[src/rtl/alu_sched.sv]
// alu_sched: round-robin scheduler sharing one combinational ALU between two requesters.
// Optional per-requester sticky overflow is built when ALU_SCHED_STICKY_OVF_EN is defined.
module alu_sched #(
  parameter int DATA_W = 32
) (
  input  logic                   clk_i,
  input  logic                   rst_i,
  input  logic [1:0]             req_valid_i,
  output logic [1:0]             req_ready_o,
  input  logic [1:0][3:0]        req_op_i,
  input  logic [1:0][DATA_W-1:0] req_a_i,
  input  logic [1:0][DATA_W-1:0] req_b_i,
  output logic [1:0]             rsp_valid_o,
  input  logic [1:0]             rsp_ready_i,
  output logic [DATA_W-1:0]      rsp_out_o,
  output logic                   rsp_zero_o,
  output logic                   rsp_neg_o,
  output logic                   rsp_ovf_o,
  output logic [3:0]             alu_op_o,
  output logic [DATA_W-1:0]      alu_a_o,
  output logic [DATA_W-1:0]      alu_b_o,
  input  logic [DATA_W-1:0]      alu_out_i,
  input  logic                   alu_zero_i,
  input  logic                   alu_neg_i,
  input  logic                   alu_ovf_i,
  output logic [1:0]             ovf_sticky_o,
  input  logic [1:0]             ovf_clr_i
);

  localparam logic [1:0] S_IDLE = 2'd0;
  localparam logic [1:0] S_EXEC = 2'd1;
  localparam logic [1:0] S_RESP = 2'd2;

  logic [1:0]        state_q, state_d;
  logic              last_q, last_d;
  logic              gnt_q, gnt_d;
  logic [3:0]        op_q, op_d;
  logic [DATA_W-1:0] a_q, a_d;
  logic [DATA_W-1:0] b_q, b_d;
  logic [DATA_W-1:0] res_q, res_d;
  logic              zero_q, zero_d;
  logic              neg_q, neg_d;
  logic              ovf_q, ovf_d;

  logic gnt_sel;
  logic req_hs;
  logic rsp_hs;

  // Requester 1 wins when it is the only one asking, or on a tie when 0 was served last.
  assign gnt_sel = req_valid_i[1] & (~req_valid_i[0] | ~last_q);

  for (genvar gi = 0; gi < 2; gi++) begin : g_port
    assign req_ready_o[gi] = (state_q == S_IDLE) & ~rst_i & req_valid_i[gi] & (gnt_sel == 1'(gi));
    assign rsp_valid_o[gi] = (state_q == S_RESP) & (gnt_q == 1'(gi));
  end

  assign req_hs = |req_ready_o;
  assign rsp_hs = (state_q == S_RESP) & rsp_ready_i[gnt_q];

  always_comb begin
    state_d = state_q;
    last_d  = last_q;
    gnt_d   = gnt_q;
    op_d    = op_q;
    a_d     = a_q;
    b_d     = b_q;
    res_d   = res_q;
    zero_d  = zero_q;
    neg_d   = neg_q;
    ovf_d   = ovf_q;
    case (state_q)
      S_IDLE: begin
        if (req_hs) begin
          gnt_d   = gnt_sel;
          op_d    = req_op_i[gnt_sel];
          a_d     = req_a_i[gnt_sel];
          b_d     = req_b_i[gnt_sel];
          state_d = S_EXEC;
        end
      end
      S_EXEC: begin
        res_d   = alu_out_i;
        zero_d  = alu_zero_i;
        neg_d   = alu_neg_i;
        ovf_d   = alu_ovf_i;
        state_d = S_RESP;
      end
      S_RESP: begin
        if (rsp_hs) begin
          last_d  = gnt_q;
          state_d = S_IDLE;
        end
      end
      default: state_d = S_IDLE;
    endcase
  end

  always_ff @(posedge clk_i) begin
    if (rst_i) begin
      state_q <= S_IDLE;
      last_q  <= 1'b1;
      gnt_q   <= 1'b0;
      op_q    <= '0;
      a_q     <= '0;
      b_q     <= '0;
      res_q   <= '0;
      zero_q  <= 1'b0;
      neg_q   <= 1'b0;
      ovf_q   <= 1'b0;
    end else begin
      state_q <= state_d;
      last_q  <= last_d;
      gnt_q   <= gnt_d;
      op_q    <= op_d;
      a_q     <= a_d;
      b_q     <= b_d;
      res_q   <= res_d;
      zero_q  <= zero_d;
      neg_q   <= neg_d;
      ovf_q   <= ovf_d;
    end
  end

  assign alu_op_o   = op_q;
  assign alu_a_o    = a_q;
  assign alu_b_o    = b_q;
  assign rsp_out_o  = res_q;
  assign rsp_zero_o = zero_q;
  assign rsp_neg_o  = neg_q;
  assign rsp_ovf_o  = ovf_q;

`ifdef ALU_SCHED_STICKY_OVF_EN
  logic [1:0] sticky_q, sticky_d;

  // A clear in the capture cycle overrides the set for the same requester.
  always_comb begin
    sticky_d = sticky_q;
    for (int i = 0; i < 2; i++) begin
      if ((state_q == S_EXEC) && (gnt_q == 1'(i)) && alu_ovf_i) sticky_d[i] = 1'b1;
      if (ovf_clr_i[i]) sticky_d[i] = 1'b0;
    end
  end

  always_ff @(posedge clk_i) begin
    if (rst_i) sticky_q <= '0;
    else       sticky_q <= sticky_d;
  end

  assign ovf_sticky_o = sticky_q;
`else
  logic unused_clr;
  assign unused_clr   = ^ovf_clr_i;
  assign ovf_sticky_o = '0;
`endif

endmodule

[config.mk]
export PLATFORM = sky130hd
export DESIGN_NAME = alu_sched
export DESIGN_NICKNAME = d
export VERILOG_FILES = /design/src/rtl/alu_sched.sv
export SDC_FILE = /design/constraint.sdc
export NUM_CORES = 1
export LEC_CHECK = 0
export CAP_MARGIN = 15
export CELL_PAD_IN_SITES_DETAIL_PLACEMENT = 1
export CELL_PAD_IN_SITES_GLOBAL_PLACEMENT = 1
export CORE_MARGIN = 1
export CORE_UTILIZATION = 25
export CTS_CLUSTER_DIAMETER = 50
export DETAILED_ROUTE_END_ITERATION = 8
export GPL_ROUTABILITY_DRIVEN = 1
export HOLD_SLACK_MARGIN = 0.03
export PLACE_DENSITY_LB_ADDON = 0.1
export SYNTH_ARGS = -nofsm -noshare
export SYNTH_HDL_FRONTEND = slang
export SYNTH_SLANG_ARGS = --single-unit
export TNS_END_PERCENT = 30
[constraint.sdc]
create_clock -name clk_i -period 1.8 [get_ports clk_i]
set_input_delay 0.36 -clock clk_i [delete_from_list [all_inputs] [get_ports clk_i]]
set_output_delay 0.36 -clock clk_i [all_outputs]
set_load 0.005 [all_outputs]
==> summary.md <==
| Metric | Value |
|---|---|
| Slew Limit Headroom | `50.08%` |
| Power density relative to cell area | `842.7 mW/mm2` |
| Worst supply voltage drop on vdd | `0.0004291 V` |
| WP data arrival | `1430 ps` |
| Number of routed nets with antenna violations | `0` |
| Power Internal | `0.004750 W` |
| Floorplan die area | `approximately 0.019 mm2` |
| Violated checks | `design-rule violations` |
| Overflow after GRT | `0` |
| Number of global-route vias before repair | `5,647` |
| Placeable core region | `between 0.015 and 0.02 mm2` |
| F_max | `557.5 MHz` |
| Number of sinks on the clock net | `107` |
| Clock transition at path regs | `80 ps` |
| Clock insertion delay at the later pin of the skew report | `roughly 350 ps` |
| Placer's final routability congestion estimate | `about 0.75` |
| Unrepaired setup endpoints after global routing | `true` |
| Number of distinct standard cells referenced by the synthesized netlist | `24` |
| Commonest register cell after synthesis | `dfxtp_1` |
| Final std cells w/o fill | `~1,100` |
| Endpoint kind of the worst setup timing path | `output pin` |
| Diode insertion count for antenna repair | `0` |
| Maximum Capacitance Violations | `0` |
| Outcome | `finished with violations` |
| Switch Pwr | `0.001911 W` |
| Top Ports | `between 200 and 300` |
| Worst slack at placement | `-447.5 ps` |
| Maximum number of pins on one net before global-route repair | `140` |
| Max clock buf depth | `2` |
| Initial core utilization | `25.62%` |
| Avg Cell Area, Syn | `7.893 um2` |
| Maximum fanout count along the critical path | `3` |
| Die X | `138.1 um` |
| Vertical extent of the die | `about 140 um` |
| H-tree lvl count | `3` |
| Detailed-router iteration count before antenna repair | `6` |
| Flop and latch count out of synthesis | `107` |
| Synth Cell Area | `about 0.0046 mm2` |
| Count of flip-flops with a built-in enable after synthesis | `0` |
| Filler cell count | `roughly 2,100` |
| 1st-iter DRT viols | `261` |
| Avg Vias per Cell | `5.173` |
| Final hold vios | `0` |
| Synthesized instance count | `around 590` |
| Logic pwr share | `28.5%` |
| Switching power share of the total | `between 20% and 30%` |
| Global-route usage over all layers | `a little over a fifth` |
| TritonCTS Buffers | `9` |
| Total leakage power | `about 2.7 nW` |
| DRC violations left | `38` |
| Max Transition Viols Final | `0` |
| Core occupancy in the finished layout | `a little over two fifths` |
| DR WL/cell | `19.07 um` |
| Half-perimeter wire length after detailed placement | `13,150 um` |
| Share of final-layout standard cells stronger than drive strength 1 | `5.097%` |
| Number of instances in the placed design | `roughly 1,000` |
| Post CTS Setup Buffer Count | `0` |
| Worst Clk Skew | `5.972 ps` |
| TritonCTS clock tree | `done` |
| Start-to-end type of the worst setup path | `flop to output pin` |
| Overall via count from detail_route | `around 5,400` |
| Site Rows | `49` |
| Share of power burned in the clock network | `30.2%` |
| Global-route wire length before repair | `31,730 um` |
| Final period util | `99.65%` |
| Port Buf Inserts | `283` |
| Transition at the pin with the smallest max-transition slack | `between 700 and 800 ps` |
| Minimum period implied by the final worst setup slack | `1794 ps` |
| Smallest setup slack after layout | `6.354 ps` |
| Antenna violations before repair | `0` |
| Area growth from synthesis to layout | `70.59%` |
| Fraction of the yosys area taken by sequential cells | `a little under half` |
| Sequential cell fraction of total power | `just over 40%` |
| Layout Nets | `approximately 1,000` |
| Path type of the worst min-delay path | `flop to flop` |
| Warnings from Yosys | `0` |
| Root Buffer | `clkbuf_16` |
| Routed WL | `about 20,000 um` |
| Share of flip-flops with an asynchronous set or reset | `0%` |
| Final number of setup-violating endpoints | `0` |
| WP data required | `1440 ps` |
| Launching element type of the critical path | `flop` |
[sequential cells by signal, summed over array words and instances (netlist names), 2 cells and up]
register,count
alu_b_o,32
alu_op_o,4
rsp_out_o,32
state_q,2
alu_a_o,32
[routing by layer]
layer	vias to the layer above	GRT usage [%]	part of all wire [%]
li1	2628	-	-
met4	0	7.451	2.5
met5	-	0	0
met3	29	5.196	6.9
met2	183	36.41	49
met1	2607	24.92	42
[critical path: stages (launching register included)]
cell,delay [ps]
dfxtp_1,310
or2_4,280
nor4_2,250
clkdlybuf4s15_2,250
[cells by family after synthesis]
group	after synthesis	share of synthesized area, %
AND/OR/NAND/NOR	289	33.24
other	1	0.08094
multiplexers	1	0.2430
buffers and inverters	79	8.155
flip-flops	107	46.23
AO/OA/AOI/OAI	110	12.04
[metrics by stage]
step / area, um2 / setup TNS [ps] / hold slack, ps / total power [W]
floorplan: 4637 / 0 / 452.7 / 0.003581
global placement: 7597 / -19140 / 440.8 / 0.004642
detailed placement: 7597 / -24230 / 447.6 / 0.004713
CTS: 7891 / -4.934 / 457.7 / 0.006744
global route: 7904 / -34.25 / 470.0 / 0.007029
finish: 7904 / 0 / 460.2 / 0.006661
[cell usage after synthesis (3+ instances only)]
cell type | number | area share (%)
o21ai_0 | 3 | 0.32
buf_2 | 29 | 3.1
nor3_1 | 69 | 7.5
nand2_1 | 71 | 5.8
nor4_1 | 137 | 18
clkbuf_1 | 36 | 2.9
a21oi_1 | 105 | 11
nor2b_1 | 3 | 0.41
dfxtp_1 | 107 | 46
buf_6 | 3 | 0.73
buf_4 | 6 | 0.97
[path summary, 6_finish.rpt]
check	slack, ps	startpoint	end	cells past startpoint
max	6	state_q[1]	req_ready_o[0]	3
min	460	rsp_out_o[20]	rsp_out_o[20]	2
max reg2reg	130	state_q[1]	alu_a_o[31]	4
min reg2reg	460	rsp_out_o[20]	rsp_out_o[20]	2
[cell usage in the layout (no fill, tap or decap), types with 2 or more instances in the layout]
master           synthesis  layout
clkbuf_16                0       9
nor4_1                 137     136
nor3_1                  69      69
a21oi_1                105     105
nand2_1                 71      71
clkinv_2                 0       2
conb_1                   1       2
inv_1                    2       2
buf_12                   0       7
clkdlybuf4s50_1          0     277
buf_4                    6       6
nor2_1                   2       2
dfxtp_1                107     107
dlygate4sd2_1            0       2
o21ai_0                  3       3
[power by group through the flow]
stage / sequential [W] / clock (W) / combinational [W]
final: 0.00275 / 0.00201 / 0.00190
after global routing: 0.00278 / 0.00219 / 0.00206
after CTS: 0.00275 / 0.00208 / 0.00192
after detailed placement: 0.00280 / 0 / 0.00191
after global placement: 0.00279 / 0 / 0.00186
after floorplan: 0.00281 / 0 / 0.000768
[final cells by class]
type	instances	area, um2	share of cell area, %
tap	229	286.5	3.625
clock inverter	6	65.06	0.8232
sequential	107	2142	27.10
multi-input combinational	402	2143	27.12
inverter	3	11.26	0.1425
timing repair buffer	297	3030	38.34
clock buffer	9	225.2	2.849
[what timing repair did]
item                                    in CTS  in global routing
pin swaps                                    0                  0
endpoints found under the setup margin      15                 57
cloned                                       0                  0
resized for setup                           11                  5
hold buffers                                 0                  0
Note: power is estimated with default switching activity, not from simulation.
